### src/rtl/psk_pkg.sv
// Shared constants, FSM state type and phase arithmetic for the PSK symbol decoder.
package psk_pkg;

    localparam int NUM_PHASES = 6;
    localparam int PHASE_W    = 3;

    localparam logic [PHASE_W-1:0] DELTA_ZERO = 3'd0;
    localparam logic [PHASE_W-1:0] DELTA_PI   = 3'd3;

    typedef enum logic {
        HUNT = 1'b0,
        LOCK = 1'b1
    } psk_state_e;

    // Phase step (phase - prev) mod NUM_PHASES, kept within PHASE_W bits.
    function automatic logic [PHASE_W-1:0] phase_delta(
        input logic [PHASE_W-1:0] phase,
        input logic [PHASE_W-1:0] prev
    );
        logic [PHASE_W-1:0] d;
        if (phase >= prev) begin
            d = phase - prev;
        end else begin
            d = phase + PHASE_W'(NUM_PHASES) - prev;
        end
        return d;
    endfunction

    // Only a zero or half-circle step carries data.
    function automatic logic delta_is_legal(input logic [PHASE_W-1:0] d);
        return (d == DELTA_ZERO) || (d == DELTA_PI);
    endfunction

endpackage

### src/rtl/psk_phase_enc.sv
// Lowest-set-bit encoder turning the correlator phase-match bitmap into a
// carrier phase index; an empty bitmap is reported as an erasure.
module psk_phase_enc
    import psk_pkg::*;
(
    input  logic [NUM_PHASES-1:0] mask,
    output logic [PHASE_W-1:0]    phase,
    output logic                  erasure
);

    // Priority encode: the lowest matching phase wins when several fire.
    always_comb begin
        phase   = 3'd0;
        erasure = 1'b0;
        casez (mask)
            6'b?????1: phase = 3'd0;
            6'b????10: phase = 3'd1;
            6'b???100: phase = 3'd2;
            6'b??1000: phase = 3'd3;
            6'b?10000: phase = 3'd4;
            6'b100000: phase = 3'd5;
            default: begin
                phase   = 3'd0;
                erasure = 1'b1;
            end
        endcase
    end

endmodule

### src/rtl/psk_symbol_decoder.sv
// Differential 6-PSK symbol decoder: phase resolve, sync-word hunt, byte framing
// and a one-entry valid/ready hold buffer. Define PSK_DEC_ERRCNT_EN to add err_count.
module psk_symbol_decoder
    import psk_pkg::*;
#(
    parameter logic [7:0]  SYNC_WORD = 8'hD3,
    parameter int unsigned MAX_ERR   = 3
) (
    input  logic       clk,
    input  logic       rst_in,
    input  logic [7:0] match_mask,
    input  logic       match_stb,
    output logic [7:0] byte_data,
    output logic       byte_valid,
    input  logic       byte_ready,
    output logic       locked,
    output logic       overflow
`ifdef PSK_DEC_ERRCNT_EN
    ,
    output logic [15:0] err_count
`endif
);

    localparam int               ERR_W   = $clog2(MAX_ERR + 1);
    localparam logic [ERR_W-1:0] ERR_MAX = ERR_W'(MAX_ERR);

    psk_state_e         state_r;
    psk_state_e         state_nxt_s;
    logic [PHASE_W-1:0] prev_phase_r;
    logic [7:0]         shift_r;
    logic [2:0]         bit_cnt_r;
    logic [2:0]         bit_cnt_nxt_s;
    logic [ERR_W-1:0]   err_run_r;
    logic [ERR_W-1:0]   err_run_sat_s;
    logic [7:0]         byte_data_r;
    logic               byte_valid_r;
    logic               overflow_r;

    logic [PHASE_W-1:0] phase_s;
    logic               erasure_s;
    logic [PHASE_W-1:0] delta_s;
    logic               legal_s;
    logic               sym_bit_s;
    logic               good_s;
    logic               bad_s;
    logic [7:0]         shift_nxt_s;
    logic               byte_done_s;
    logic               load_s;
    logic               drop_s;
    logic               mask_unused_s;

    assign mask_unused_s = ^match_mask[7:6];

    psk_phase_enc u_phase_enc (
        .mask    (match_mask[NUM_PHASES-1:0]),
        .phase   (phase_s),
        .erasure (erasure_s)
    );

    // Classify the current symbol and form the candidate shift/error values.
    always_comb begin
        delta_s     = phase_delta(phase_s, prev_phase_r);
        sym_bit_s   = (delta_s == DELTA_PI);
        legal_s     = !erasure_s && delta_is_legal(delta_s);
        good_s      = match_stb && legal_s;
        bad_s       = match_stb && !legal_s;
        shift_nxt_s = {shift_r[6:0], sym_bit_s};
        if (err_run_r == ERR_MAX) begin
            err_run_sat_s = ERR_MAX;
        end else begin
            err_run_sat_s = err_run_r + ERR_W'(1);
        end
    end

    // Framer next-state: sync hunt, bit counting and loss of lock.
    always_comb begin
        state_nxt_s   = state_r;
        bit_cnt_nxt_s = bit_cnt_r;
        byte_done_s   = 1'b0;
        case (state_r)
            HUNT: begin
                if (good_s && (shift_nxt_s == SYNC_WORD)) begin
                    state_nxt_s   = LOCK;
                    bit_cnt_nxt_s = 3'd0;
                end else begin
                    state_nxt_s = HUNT;
                end
            end
            LOCK: begin
                if (good_s) begin
                    bit_cnt_nxt_s = bit_cnt_r + 3'd1;
                    byte_done_s   = (bit_cnt_r == 3'd7);
                end else if (bad_s && (err_run_sat_s == ERR_MAX)) begin
                    state_nxt_s   = HUNT;
                    bit_cnt_nxt_s = 3'd0;
                end else begin
                    state_nxt_s = LOCK;
                end
            end
            default: begin
                state_nxt_s   = HUNT;
                bit_cnt_nxt_s = 3'd0;
            end
        endcase
    end

    // A finished byte loads if the buffer is free or being drained right now.
    always_comb begin
        load_s = byte_done_s && (!byte_valid_r || byte_ready);
        drop_s = byte_done_s && !load_s;
    end

    // Symbol tracking: reference phase, bit window and consecutive-error run.
    always_ff @(posedge clk) begin
        if (rst_in) begin
            prev_phase_r <= 3'd0;
            shift_r      <= 8'h00;
            err_run_r    <= {ERR_W{1'b0}};
        end else begin
            if (match_stb && !erasure_s) begin
                prev_phase_r <= phase_s;
            end
            if (good_s) begin
                shift_r   <= shift_nxt_s;
                err_run_r <= {ERR_W{1'b0}};
            end else if (bad_s) begin
                err_run_r <= err_run_sat_s;
            end
        end
    end

    // Framer state and bit counter.
    always_ff @(posedge clk) begin
        if (rst_in) begin
            state_r   <= HUNT;
            bit_cnt_r <= 3'd0;
        end else begin
            state_r   <= state_nxt_s;
            bit_cnt_r <= bit_cnt_nxt_s;
        end
    end

    // Output hold buffer and sticky overflow flag.
    always_ff @(posedge clk) begin
        if (rst_in) begin
            byte_data_r  <= 8'h00;
            byte_valid_r <= 1'b0;
            overflow_r   <= 1'b0;
        end else begin
            if (load_s) begin
                byte_data_r  <= shift_nxt_s;
                byte_valid_r <= 1'b1;
            end else if (byte_valid_r && byte_ready) begin
                byte_valid_r <= 1'b0;
            end
            if (drop_s) begin
                overflow_r <= 1'b1;
            end
        end
    end

`ifdef PSK_DEC_ERRCNT_EN
    logic [15:0] err_count_r;

    // Saturating count of every bad symbol, in either framer state.
    always_ff @(posedge clk) begin
        if (rst_in) begin
            err_count_r <= 16'h0000;
        end else if (bad_s && (err_count_r != 16'hFFFF)) begin
            err_count_r <= err_count_r + 16'h0001;
        end
    end

    assign err_count = err_count_r;
`endif

    assign byte_data  = byte_data_r;
    assign byte_valid = byte_valid_r;
    assign overflow   = overflow_r;
    assign locked     = (state_r == LOCK);

endmodule

### config.mk
export PLATFORM = sky130hd
export DESIGN_NAME = psk_symbol_decoder
export DESIGN_NICKNAME = d
export VERILOG_FILES = /design/src/rtl/psk_pkg.sv /design/src/rtl/psk_phase_enc.sv /design/src/rtl/psk_symbol_decoder.sv
export SDC_FILE = /design/constraint.sdc
export NUM_CORES = 1
export LEC_CHECK = 0
export BUFFER_PORTS_ARGS = -buffer_cell sky130_fd_sc_hd__buf_4
export CAP_MARGIN = 20
export CORE_UTILIZATION = 45
export DETAILED_ROUTE_END_ITERATION = 10
export PLACE_DENSITY = 0.76
export SLEW_MARGIN = 40
export SYNTH_ARGS = -nofsm -noshare
export SYNTH_HDL_FRONTEND = slang
export SYNTH_SLANG_ARGS = --single-unit
### constraint.sdc
create_clock -name clk -period 3.5 [get_ports clk]
set_clock_uncertainty 0.05 [all_clocks]
set_input_delay 0.175 -clock clk [delete_from_list [all_inputs] [get_ports clk]]
set_output_delay 0.175 -clock clk [all_outputs]
set_load 0.02 [all_outputs]
==> results.txt, run 1 <==
Type of the worst setup path: register to register. The number of post-CTS setup repair buffers was 0; the average vias per placed instance was 5.736. The sequential group share of total power is 49.2%, and the highest fanout seen on the critical path is 14. The run gives 0 as the global route total overflow. STA classifies the critical path startpoint as a register. For the number of nets in the final layout, the log shows 202. After clock tree synthesis, the clock-pin slew on the worst setup and hold paths is 0.15 ns.

The final antenna diode count was 0. Once detailed placement completed, the half-perimeter wirelength came to 2108 um. The average wire length per cell after detail routing was 13.07 um; the number of I/O port buffers was 20.

Internal power comes to 0.4624 mW. Ratio of total power to cell area: 380.2 mW/mm^2. In this run switching power makes up 24.94% of total power. In this run, CTS created clock tree buffers numbering 3.

In this run the power spent charging and discharging nets is 0.1537 mW. Tracing the worst setup path back leads to its startpoint at prev_phase_r[0]. The number of global-route vias before repair is 1,079, and the area of the die is 0.003290 sq mm. Path category of the worst min-delay check: primary input to register. The number of enable-type register cells in the synthesized netlist was 0; the post-synth net total was 178. For the number of nets still failing antenna checks after routing, the log shows 0. TritonCTS built the clock tree. Summed over all layers, the routed wires come to 2770 um. The tree is rooted in a clkbuf_4. Hold slack: 0.1001 ns.

The run gives 4478 um as the wire length of the first global-routing pass. The share of the clock period used by the worst path came out at 82.08%. The top cell types in the final layout, fill and taps aside, are 26 x dfxtp_1, 23 x buf_4, 15 x nor2_1.

Capturing element type of the critical path: a register. In this run, the number of DRC markers left after iteration 0 of detailed routing was 35. The die extent in x is 57.36 um, and the actual slew at the worst max-slew pin is 0.3872 ns. The mean post-synth cell area works out to 8.727 sq um. The hold path startpoint was byte_ready. After clock tree synthesis, the flow added hold-fix buffers numbering 0.

The maximum operating frequency was 348.1 MHz; the floorplan row count was 19. Summed over all failing endpoints, the final setup total negative slack is 0 ns. For the source-to-sink clock delay at the later pin of the worst-skew pair, the log shows 0.33 ns. Library cell with the largest summed area after synthesis: dfxtp_1. The final RePlAce weighted congestion is 0.7855.

Setup repair after global routing left no endpoint under its margin. Cells with a size suffix above 1 make up 18.78% of the layout. Sorting the synthesized cells by area gives the leading types as dfxtp_1 38%, ha_1 6.4%, mux2i_1 5.1%. Data on the critical path arrives at its endpoint at 3.05 ns. In this run the deepest clock path goes through 2 buffers.

The worst-case IR drop observed on VDD is 0.0002119 V. The share of total power dissipated in combinational logic is 17.5%. For this configuration, the core starts out at a cell density of 48.74%. The library cell used most frequently in the layout, excluding fill and tap cells, is dfxtp_1. In the synthesized netlist, the number of instances is 158. The relative slew slack was 74.18%; the number of design rule violations left after detail routing was 2. After synthesis the netlist holds a flip-flop and latch count of 26. The run gives 1,216 as the vias after detailed routing.

The logs give 0 for the final max-slew violation count and 0 for the number of antenna violations at the first check in global routing. Top cell type's share of synthesized area: 37.75%. Summing the sequential cell areas from Yosys gives 37.75% of the chip area. During synthesis, Yosys emitted a total of 0 warnings.

The count of H-tree levels built during CTS is 1. The maximum number of pins on one net before global-route repair was 28. Global routing consumed, over all layers together, 17.52% of the routing resources. Counting distinct cell types in the post-synthesis netlist gives 43.

The tools report the number of placed I/O pins as 23. The run gives 3.68 ns as the data required time of the critical path. Across the run, the number of max-cap violations was 0. The proportion of power drawn by the clock network is 33.3%. The core region is 0.002829 sq mm. The analysis attributes to cell leakage a power of 0.6313 nW. The checks that failed: DRC. The die is 57.36 um tall.

The run finished, with violations left. The startpoint identified for the worst register-to-register timing path is prev_phase_r[0]. Shortest clock period the worst path allows after layout: 2.873 ns.

Proportion of synthesized flip-flops having asynchronous set or reset: 0%. The pre-antenna-repair detailed-routing pass consisted of 7 iterations. The clock sink count was 26.

For the cell area after synthesis, the log shows 0.001379 sq mm. The most used flip-flop cell after synthesis is dfxtp_1. Area growth from synthesis to layout: 17.51%. The tools report the total count of hold-check failures in the final report as 0.

Setup violations remaining at the end of the flow were counted as 0. Gates resized during post-CTS repair numbered 0.
## cell usage after synthesis (all sizes together), types with 2 or more instances
cell type,count
dfxtp,26
nor2,15
nand2,14
a21oi,12
nand3,11
o21ai,8
ha,7
mux2i,7
nor3,7
inv,6
nand2b,6
nand3b,4
nor2b,3
a22oi,2
a31oi,2
a41oi,2
buf,2
clkbuf,2
xnor2,2
## cells by family (layout without fill, tap and decap cells)
| kind of cell | after synthesis | after routing | share of synthesized area [%] |
|---|---|---|---|
| muxes | 7 | 7 | 5.082 |
| xor gates and xnor gates | 3 | 3 | 1.906 |
| DFF | 26 | 26 | 37.75 |
| adders and majority gates | 8 | 8 | 7.804 |
| and+or+nand+nor | 68 | 68 | 26.05 |
| buffers and inverters | 10 | 33 | 3.267 |
| AOI/OAI and AO/OA | 36 | 36 | 18.15 |
## registers in the layout, indices dropped and copies added, names as in the netlist
register      count
bit_cnt_r         3
err_run_r         2
byte_data         8
prev_phase_r      3
locked            1
overflow          1
shift_r           7
byte_valid        1
## metal layers
layer  track usage, %  vias up  share of wire (%)
li1                 -      609                  -
met1            21.65      575                 46
met2            30.73       27                 49
met3            2.721        5                2.9
met4            6.272        0                1.5
met5                0        -                  0
## critical path, cell delays in order (launching register included)
cell and delay, ns:
dfxtp_1 0.34, ha_1 0.23, fa_1 0.54, xnor2_1 0.31, or2b_1 0.28, o211a_2 0.27, nor3_4 0.22, buf_4 0.26
mux2i_1 0.21, nor2_1 0.05
## metrics by stage
step / cell area (sq um) / util (%) / setup WS [ns] / total power, mW / std cells
after floorplan: 1379 / - / 0.6146 / 0.3868 / 158
after global placement: 1568 / 55.42 / 0.3774 / 0.4112 / 208
after detailed placement: 1568 / 55.42 / 0.2893 / 0.4168 / 208
after CTS: 1620 / 57.28 / 0.6062 / 0.6206 / 212
after global routing: 1620 / 57.28 / 0.4141 / 0.6403 / 212
final: 1620 / 57.28 / 0.6271 / 0.6161 / 212
## power by group through the flow
| stage | clock, mW | combinational [mW] | sequential [mW] |
|---|---|---|---|
| after floorplan | 0 | 0.0782 | 0.309 |
| after global placement | 0 | 0.102 | 0.309 |
| after detailed placement | 0 | 0.107 | 0.309 |
| after CTS | 0.209 | 0.108 | 0.303 |
| after global routing | 0.218 | 0.118 | 0.304 |
| final | 0.205 | 0.108 | 0.303 |
## final timing paths
| kind | to | slack, ns | cells past startpoint |
|---|---|---|---|
| setup reg to reg | shift_r[2] | 0.63 | 9 |
| hold reg to reg | byte_data[5] | 0.41 | 2 |
| hold / removal | byte_valid | 0.10 | 3 |
| setup / recovery | shift_r[2] | 0.63 | 9 |
## cell type report
class | count | area, sq um
tap | 31 | 38.79
clock buffer | 3 | 22.52
inverter | 6 | 22.52
fill | 283 | 1209
clock inverter | 1 | 30.03
timing repair buffer | 23 | 172.7
multi-input combinational | 122 | 813.3
sequential | 26 | 520.5
Power figures use the tool's default switching activity.
==> inputs of run 2 (changes only) <==
--- a/config.mk
+++ b/config.mk
@@ -9,7 +9,7 @@
 export CAP_MARGIN = 20
 export CORE_UTILIZATION = 45
 export DETAILED_ROUTE_END_ITERATION = 10
-export PLACE_DENSITY = 0.76
+export PLACE_DENSITY = 0.79
 export SLEW_MARGIN = 40
 export SYNTH_ARGS = -nofsm -noshare
 export SYNTH_HDL_FRONTEND = slang
==> constraint.sdc (replaced) <==
create_clock -name clk -period 2.4 [get_ports clk]
set_clock_uncertainty 0.05 [all_clocks]
set_input_delay 0.12 -clock clk [delete_from_list [all_inputs] [get_ports clk]]
set_output_delay 0.12 -clock clk [all_outputs]
set_load 0.02 [all_outputs]
==> run 2 against run 1 <==
The flow finishes with violations (DRC, setup timing). Clock-buffer cell count is the same. Maximum frequency grew 13%. Combinational power up 130%. Critical path type unchanged. Largest cell class unchanged. Highest routed layer unchanged.
==> results.txt, run 2 (synthesis gave the netlist of run 1 again) <==
The flow ran to the end, but the final reports show violations. Failing checks: DRC, setup timing (was DRC). For the hold slack, the log shows 0.04644 ns (was 0.1001 ns).

The type of the worst setup path was register to register (unchanged). The clock buffer count from CTS is 3 (unchanged), and the wire length after detailed routing is 3302 um (was 2770 um). The average wire length per cell after detail routing came out at 14.05 um (was 13.07 um).

The number of DRC violations after detailed-routing iteration 0 was 88 (was 35); the shortest clock period the worst path allows after layout was 2.533 ns (was 2.873 ns). The share of the clock period used by the worst path came out at 105.5% (was 82.08%). For the number of design rule violations left after detail routing, the log shows 4 (was 2). The tools report the maximum clock insertion buffer count as 2 (unchanged). The number of nets in the final layout came out at 225 (was 202).

For the utilization after layout, the log shows 66.21% (was 57.28%). The run gives 0 (unchanged) as the final max-slew violation count. The smallest setup slack after layout was -0.1329 ns (was 0.6271 ns); the area of the placeable core was 0.002829 sq mm (unchanged). The maximum VDD drop is 0.0002913 V (was 0.0002119 V).

The most common library cell in the layout ignoring fill and taps was buf_4 (was dfxtp_1). The average vias per placed instance works out to 5.604 (was 5.736). The tools report the number of global-route vias before repair as 1,255 (was 1,079).

Highest cell delay on the worst timing path: 0.57 ns (was 0.54 ns). Data required time of the critical path: 2.58 ns (was 3.68 ns). Share of final-layout standard cells stronger than drive strength 1: 33.33% (was 18.78%). The floorplan row count was 19 (unchanged); the area growth from synthesis to layout was 35.84% (was 17.51%). The starting density of the core is 48.74% (unchanged). The number of flip-flops in the largest register was 8 (unchanged). The path category of the worst min-delay check was primary input to register (unchanged). The tools report the arrival time at the worst endpoint as 2.72 ns (was 3.05 ns).

The actual slew at the worst max-slew pin was 0.4440 ns (was 0.3872 ns); the setup TNS after final layout was -1.945 ns (was 0 ns). The tools report the source-to-sink clock delay at the later pin of the worst-skew pair as 0.33 ns (about the same). For the vias after detailed routing, the log shows 1,317 (was 1,216). TritonCTS built the clock tree.

The final setup violation count was 23 (was 0). The root buffer selected by CTS is clkbuf_4 (unchanged). The highest-delay cell along the critical path is fa_2 (was fa_1). The all-layer global routing usage was 20.38% (was 17.52%). The run gives 1 (unchanged) as the count of H-tree levels built during CTS. The area of the die was 0.003290 sq mm (unchanged); the final antenna diode count was 0 (unchanged). The family with the most delay on the worst path is adder cells (unchanged).

The max capacitance violation total is 0 (unchanged), and the global route total overflow is 0 (unchanged). The number of I/O port buffers came out at 20 (unchanged). Final RePlAce weighted congestion: 0.7997 (was 0.7855). The clock sink count was 26 (unchanged); the maximum operating frequency was 394.8 MHz (was 348.1 MHz).

The total power draw was 0.9957 mW (was 0.6161 mW). The relative slew slack is 70.40% (was 74.18%), and the ratio of total power to cell area is 531.6 mW/mm^2 (was 380.2 mW/mm^2). Setup repair after global routing could not meet its margin everywhere. Count of buffer and inverter cells on the critical path: 1 (unchanged). The standard cell area after detailed placement is 0.001739 sq mm (was 0.001568 sq mm), and the height of the die is 57.36 um (unchanged).

The highest fanout seen on the critical path was 13 (was 14). The half-perimeter wire length of the detailed placement result was 2357 um (was 2108 um); the die extent in x was 57.36 um (unchanged). The tools report the reported leakage power as 0.7532 nW (was 0.6313 nW). The number of nets still failing antenna checks after routing was 0 (unchanged); the wire length of the first global-routing pass was 5299 um (was 4478 um).

The run gives 28 (unchanged) as the maximum number of pins on one net before global-route repair. Cells along the critical path: ha_4 > fa_2 > xnor2_2 > or2b_1 > o211a_4 > nor3_4 > buf_12 > mux2i_2 > nor2_1 (was ha_1 > fa_1 > xnor2_1 > or2b_1 > o211a_2 > nor3_4 > buf_4 > mux2i_1 > nor2_1). Most frequent cells in the layout: 43 x buf_4, 25 x dfxtp_1, 15 x nor2_1 (was 26 x dfxtp_1, 23 x buf_4, 15 x nor2_1). Clock-pin slew on the worst setup and hold paths: 0.15 ns (about the same). The logs give 23 (unchanged) for the number of placed I/O pins and 0 (unchanged) for the number of antenna violations at the first check in global routing. The critical path launch point type is a register (unchanged).

The final cell area excluding filler cells is 0.001873 sq mm (was 0.001620 sq mm). For the detailed-routing iteration count for the pre-antenna-repair pass, the log shows 7 (unchanged). Total count of hold-check failures in the final report: 0 (unchanged). The capturing element type of the critical path is a register (unchanged).
[run 2: cell count changes in the layout (fill, tap and decap cells not counted), sizes merged]
| cell | delta |
|---|---|
| buf | +22 |
| nand2 | +1 |
[run 2: final cells by class]
class	instances	area, sq um
Fill cell	217	955.9
Multi-Input combinational cell	123	878.3
Sequential cell	26	521.8
Timing Repair Buffer	45	354.1
Tap cell	31	38.79
Clock inverter	1	30.03
Inverter	6	27.53
Clock buffer	3	22.52
[run 2: where the power goes]
part | internal (mW) | switching, mW | total, mW
Clock | 0.169 | 0.140 | 0.309
Sequential | 0.438 | 0.00486 | 0.443
Combinational | 0.126 | 0.118 | 0.244
[run 2: final timing paths]
check | start | end | slack (ns) | depth (start not counted)
worst max-delay path | prev_phase_r[0] | shift_r[4] | -0.13 | 9
worst max register to register | prev_phase_r[0] | shift_r[4] | -0.13 | 9
worst min register to register | byte_data[3] | byte_data[3] | 0.41 | 2
worst min-delay path | byte_ready | byte_valid | 0.05 | 3
[run 2: per-stage QoR]
stage	instances	setup slack, ns
after floorplan	158	-0.3108
after global placement	226	-0.2964
after detailed placement	226	-0.4141
after CTS	232	-0.09480
after global routing	235	-0.2258
final	235	-0.1329
[run 2: routing by layer]
layer | vias to the layer above | routed length [um] | global-route usage (%)
li1 | 656 | - | -
met3 | 2 | 154 | 3.628
met1 | 622 | 1437 | 23.65
met4 | 0 | 17 | 5.575
met5 | - | 0 | 0
met2 | 37 | 1692 | 38.04
[run 2: what timing repair did]
action | CTS | global route
setup buffers | 2 | 2
pin swaps | 0 | 2
hold buffers | 0 | 0
gates cloned | 0 | 1
endpoints found under the setup margin | 21 | 23
resized for setup | 5 | 6
[run 2: worst register-to-register path: stages, from the launching register on]
cell and delay, ns:
dfxtp_2 0.36, ha_4 0.16, fa_2 0.57, xnor2_2 0.14, or2b_1 0.28, o211a_4 0.25, nor3_4 0.16, buf_12 0.17
mux2i_2 0.23, nor2_1 0.06
==> inputs of run 3 (changes only) <==
--- a/config.mk
+++ b/config.mk
@@ -7,9 +7,12 @@
 export LEC_CHECK = 0
 export BUFFER_PORTS_ARGS = -buffer_cell sky130_fd_sc_hd__buf_4
 export CAP_MARGIN = 20
-export CORE_UTILIZATION = 45
+export CELL_PAD_IN_SITES_DETAIL_PLACEMENT = 0
+export CELL_PAD_IN_SITES_GLOBAL_PLACEMENT = 2
+export CORE_UTILIZATION = 30
+export CTS_CLUSTER_SIZE = 14
 export DETAILED_ROUTE_END_ITERATION = 10
-export PLACE_DENSITY = 0.79
+export PLACE_DENSITY = 0.85
 export SLEW_MARGIN = 40
 export SYNTH_ARGS = -nofsm -noshare
 export SYNTH_HDL_FRONTEND = slang
==> constraint.sdc (replaced) <==
create_clock -name clk -period 2.2 [get_ports clk]
set_clock_uncertainty 0.05 [all_clocks]
set_input_delay 0.11 -clock clk [delete_from_list [all_inputs] [get_ports clk]]
set_output_delay 0.11 -clock clk [all_outputs]
set_load 0.02 [all_outputs]
==> run 3 against run 2 <==
The run ends with setup timing left. Flip-flop and latch count unchanged. Sequential share of layout area decreased by 1.7 points. Maximum frequency increased by 2.0%. Critical path type unchanged.
==> results.txt, run 3 (synthesis gave the netlist of run 1 again) <==
Most common library cell in the layout ignoring fill and taps: buf_4 (unchanged). For the data required time of the critical path, the log shows 2.32 ns (was 2.58 ns). The logs give 43 (was 88) for the number of DRC violations after detailed-routing iteration 0 and 0.7814 nW (was 0.7532 nW) for the reported leakage power.

The actual slew at the worst max-slew pin was 0.3646 ns (was 0.4440 ns); the die extent in x was 69.80 um (was 57.36 um). The final non-filler cell total is 258 (was 235). For the setup slack on the worst flop-to-flop path, the log shows -0.28 ns (was -0.13 ns).

The clock buffer count from CTS is 3 (unchanged). Number of global-route vias before repair: 1,284 (was 1,255). The vias after detailed routing is 1,272 (was 1,317). Most frequent cells in the layout: 43 x buf_4, 24 x dfxtp_1, 15 x nor2_1 (was 43 x buf_4, 25 x dfxtp_1, 15 x nor2_1).

Most prevalent standard cell on the critical path: buf_6. The run gives 0.001780 sq mm (was 0.001739 sq mm) as the standard cell area after detailed placement. The highest-delay cell along the critical path is fa_2 (unchanged).

The run finished, with violations left. Cells along the critical path: ha_4 > fa_2 > xnor2_2 > or3_4 > buf_6 > a211oi_4 > nand2_2 > buf_6 > nand3b_1 > o21ai_1 (was ha_4 > fa_2 > xnor2_2 > or2b_1 > o211a_4 > nor3_4 > buf_12 > mux2i_2 > nor2_1). The path category of the worst min-delay check is primary input to register (unchanged). The number of antenna violations at the first check in global routing is 0 (unchanged), and the hold buffer count at CTS is 0 (unchanged). The highest cell delay on the worst timing path came out at 0.56 ns (was 0.57 ns). The tools report the wire length after detailed routing as 3329 um (was 3302 um).

The share of the clock period used by the worst path is 112.9% (was 105.5%). The smallest setup slack after layout is -0.2838 ns (was -0.1329 ns). The destination of the worst register-to-register timing path is byte_data[1] (was shift_r[4]). The number of I/O port buffers came out at 20 (unchanged). Setup repair after global routing could not meet its margin everywhere. The final cell area excluding filler cells was 0.002002 sq mm (was 0.001873 sq mm).

The clock-pin slew on the worst setup and hold paths was 0.09 ns (was 0.15 ns). The clock sink count is 26 (unchanged). The capturing element type of the critical path is a register (unchanged).

The critical path launch point type is a register (unchanged). The source-to-sink clock delay at the later pin of the worst-skew pair was 0.27 ns (was 0.33 ns). For the detailed-routing iteration count for the pre-antenna-repair pass, the log shows 5 (was 7). The startpoint of the lowest-slack register-to-register path is prev_phase_r[0] (unchanged). The run gives 402.6 MHz (was 394.8 MHz) as the maximum operating frequency. Hold slack: 0.1068 ns (was 0.04644 ns).

The global route total overflow was 0 (unchanged); the total count of hold-check failures in the final report was 0 (unchanged). The final antenna diode count is 0 (unchanged). The family with the most delay on the worst path is adder cells (unchanged). The all-layer global routing usage is 14.72% (was 20.38%), and the maximum number of pins on one net before global-route repair is 28 (unchanged). Number of flip-flops in the largest register: 8 (unchanged). The tools report the hold path startpoint as byte_ready (unchanged). The ratio of total power to cell area came out at 570.3 mW/mm^2 (was 531.6 mW/mm^2). The final max-slew violation count was 0 (unchanged). For the starting density of the core, the log shows 31.45% (was 48.74%). Failing checks: setup timing (was DRC, setup timing).

The startpoint of the worst setup timing path is prev_phase_r[0] (unchanged). The tools report the final RePlAce weighted congestion as 0.9367 (was 0.7997). The height of the die works out to 69.80 um (was 57.36 um). The logic depth of the worst register-to-register path was 10 (was 9); the average wire length per cell after detail routing was 12.90 um (was 14.05 um).

The maximum VDD drop was 0.0002322 V (was 0.0002913 V); the half-perimeter wire length of the detailed placement result was 2387 um (was 2357 um). The fill cell instance count of the final layout was 438 (was 217). Wire length of the first global-routing pass: 5837 um (was 5299 um). The share of final-layout standard cells stronger than drive strength 1 is 40.78% (was 33.33%), and the relative slew slack is 75.39% (was 70.40%). Type of the worst setup path: register to register (unchanged).

The logs give 23 (unchanged) for the number of placed I/O pins and 2.60 ns (was 2.72 ns) for the arrival time at the worst endpoint. The logs give 227 (was 225) for the number of nets in the final layout and 1 (unchanged) for the count of H-tree levels built during CTS. The maximum clock insertion buffer count was 2 (unchanged); the area growth from synthesis to layout was 45.19% (was 35.84%).

The setup TNS after final layout was -5.741 ns (was -1.945 ns); the critical path depth in cells was 10 (was 9). The max capacitance violation total was 0 (unchanged); the highest fanout seen on the critical path was 5 (was 13). For the floorplan row count, the log shows 24 (was 19). TritonCTS built the clock tree. The run gives 45.66% (was 66.21%) as the utilization after layout. The number of placed cells counting well taps is 249 (was 226), and the count of buffer and inverter cells on the critical path is 2 (was 1). The number of design rule violations left after detail routing was 0 (was 4). The run gives 0.004871 sq mm (was 0.003290 sq mm) as the area of the die. Capturing element of the worst setup path: byte_data[1] (was shift_r[4]). The final setup violation count was 23 (unchanged); the number of nets still failing antenna checks after routing was 0 (unchanged). The run gives 0.004384 sq mm (was 0.002829 sq mm) as the area of the placeable core. Shortest clock period the worst path allows after layout: 2.484 ns (was 2.533 ns). The root buffer selected by CTS is clkbuf_8 (was clkbuf_4). The average vias per placed instance is 4.930 (was 5.604).
## run 3: what timing repair did
| item | 4_1_cts | 5_1_grt |
|---|---|---|
| pin swaps | 13 | 1 |
| gates resized for setup | 27 | 4 |
| setup buffers | 3 | 1 |
| endpoints found under the setup margin | 23 | 23 |
| gates cloned | 1 | 0 |
## run 3: routing by layer
layer,GRT usage (%),share of wire (%),up-vias
met3,2.616,2.6,2
met5,0,0,-
li1,-,-,660
met2,25.75,49,20
met1,18.74,47,590
met4,3.333,0.51,0
## run 3: worst reg2reg max path: cells and delay by family, from the launching register on
kind | cells | cell delay, ns
xor+xnor | 1 | 0.09
flops | 1 | 0.35
buf+inv | 2 | 0.29
fa+ha+maj | 2 | 0.72
compound gates | 2 | 0.35
simple gates | 3 | 0.54
## run 3: area by class of cell
cell class / instances / area [sq um] / area share (%)
Clock buffer: 3 / 41.29 / 2.063
Clock inverter: 1 / 30.03 / 1.500
Inverter: 6 / 27.53 / 1.375
Multi-Input combinational cell: 122 / 927.1 / 46.31
Sequential cell: 26 / 523.0 / 26.13
Tap cell: 52 / 65.06 / 3.250
Timing Repair Buffer: 48 / 387.9 / 19.38
## run 3: worst min-delay path by stage
stage | endpoint | depth (start not counted)
after CTS | byte_valid | 3
final | byte_valid | 3
after global routing | byte_valid | 3
after global placement | byte_valid | 3
after floorplan | prev_phase_r[2] | 2
after detailed placement | byte_valid | 3
## run 3: power breakdown
part | total (mW) | leakage [nW] | internal, mW | switching (mW)
sequential | 0.481 | 0.211 | 0.477 | 0.00470
clock | 0.399 | 0.0357 | 0.243 | 0.156
combinational | 0.261 | 0.535 | 0.137 | 0.124
total | 1.14 | 0.781 | 0.857 | 0.285
## run 3: per-stage QoR
step,power [mW],setup WS (ns)
2_1_floorplan,0.6221,-0.5008
3_3_place_gp,0.7046,-0.4973
3_5_place_dp,0.7110,-0.5810
4_1_cts,1.147,-0.2837
5_1_grt,1.198,-0.4102
6_report,1.142,-0.2838
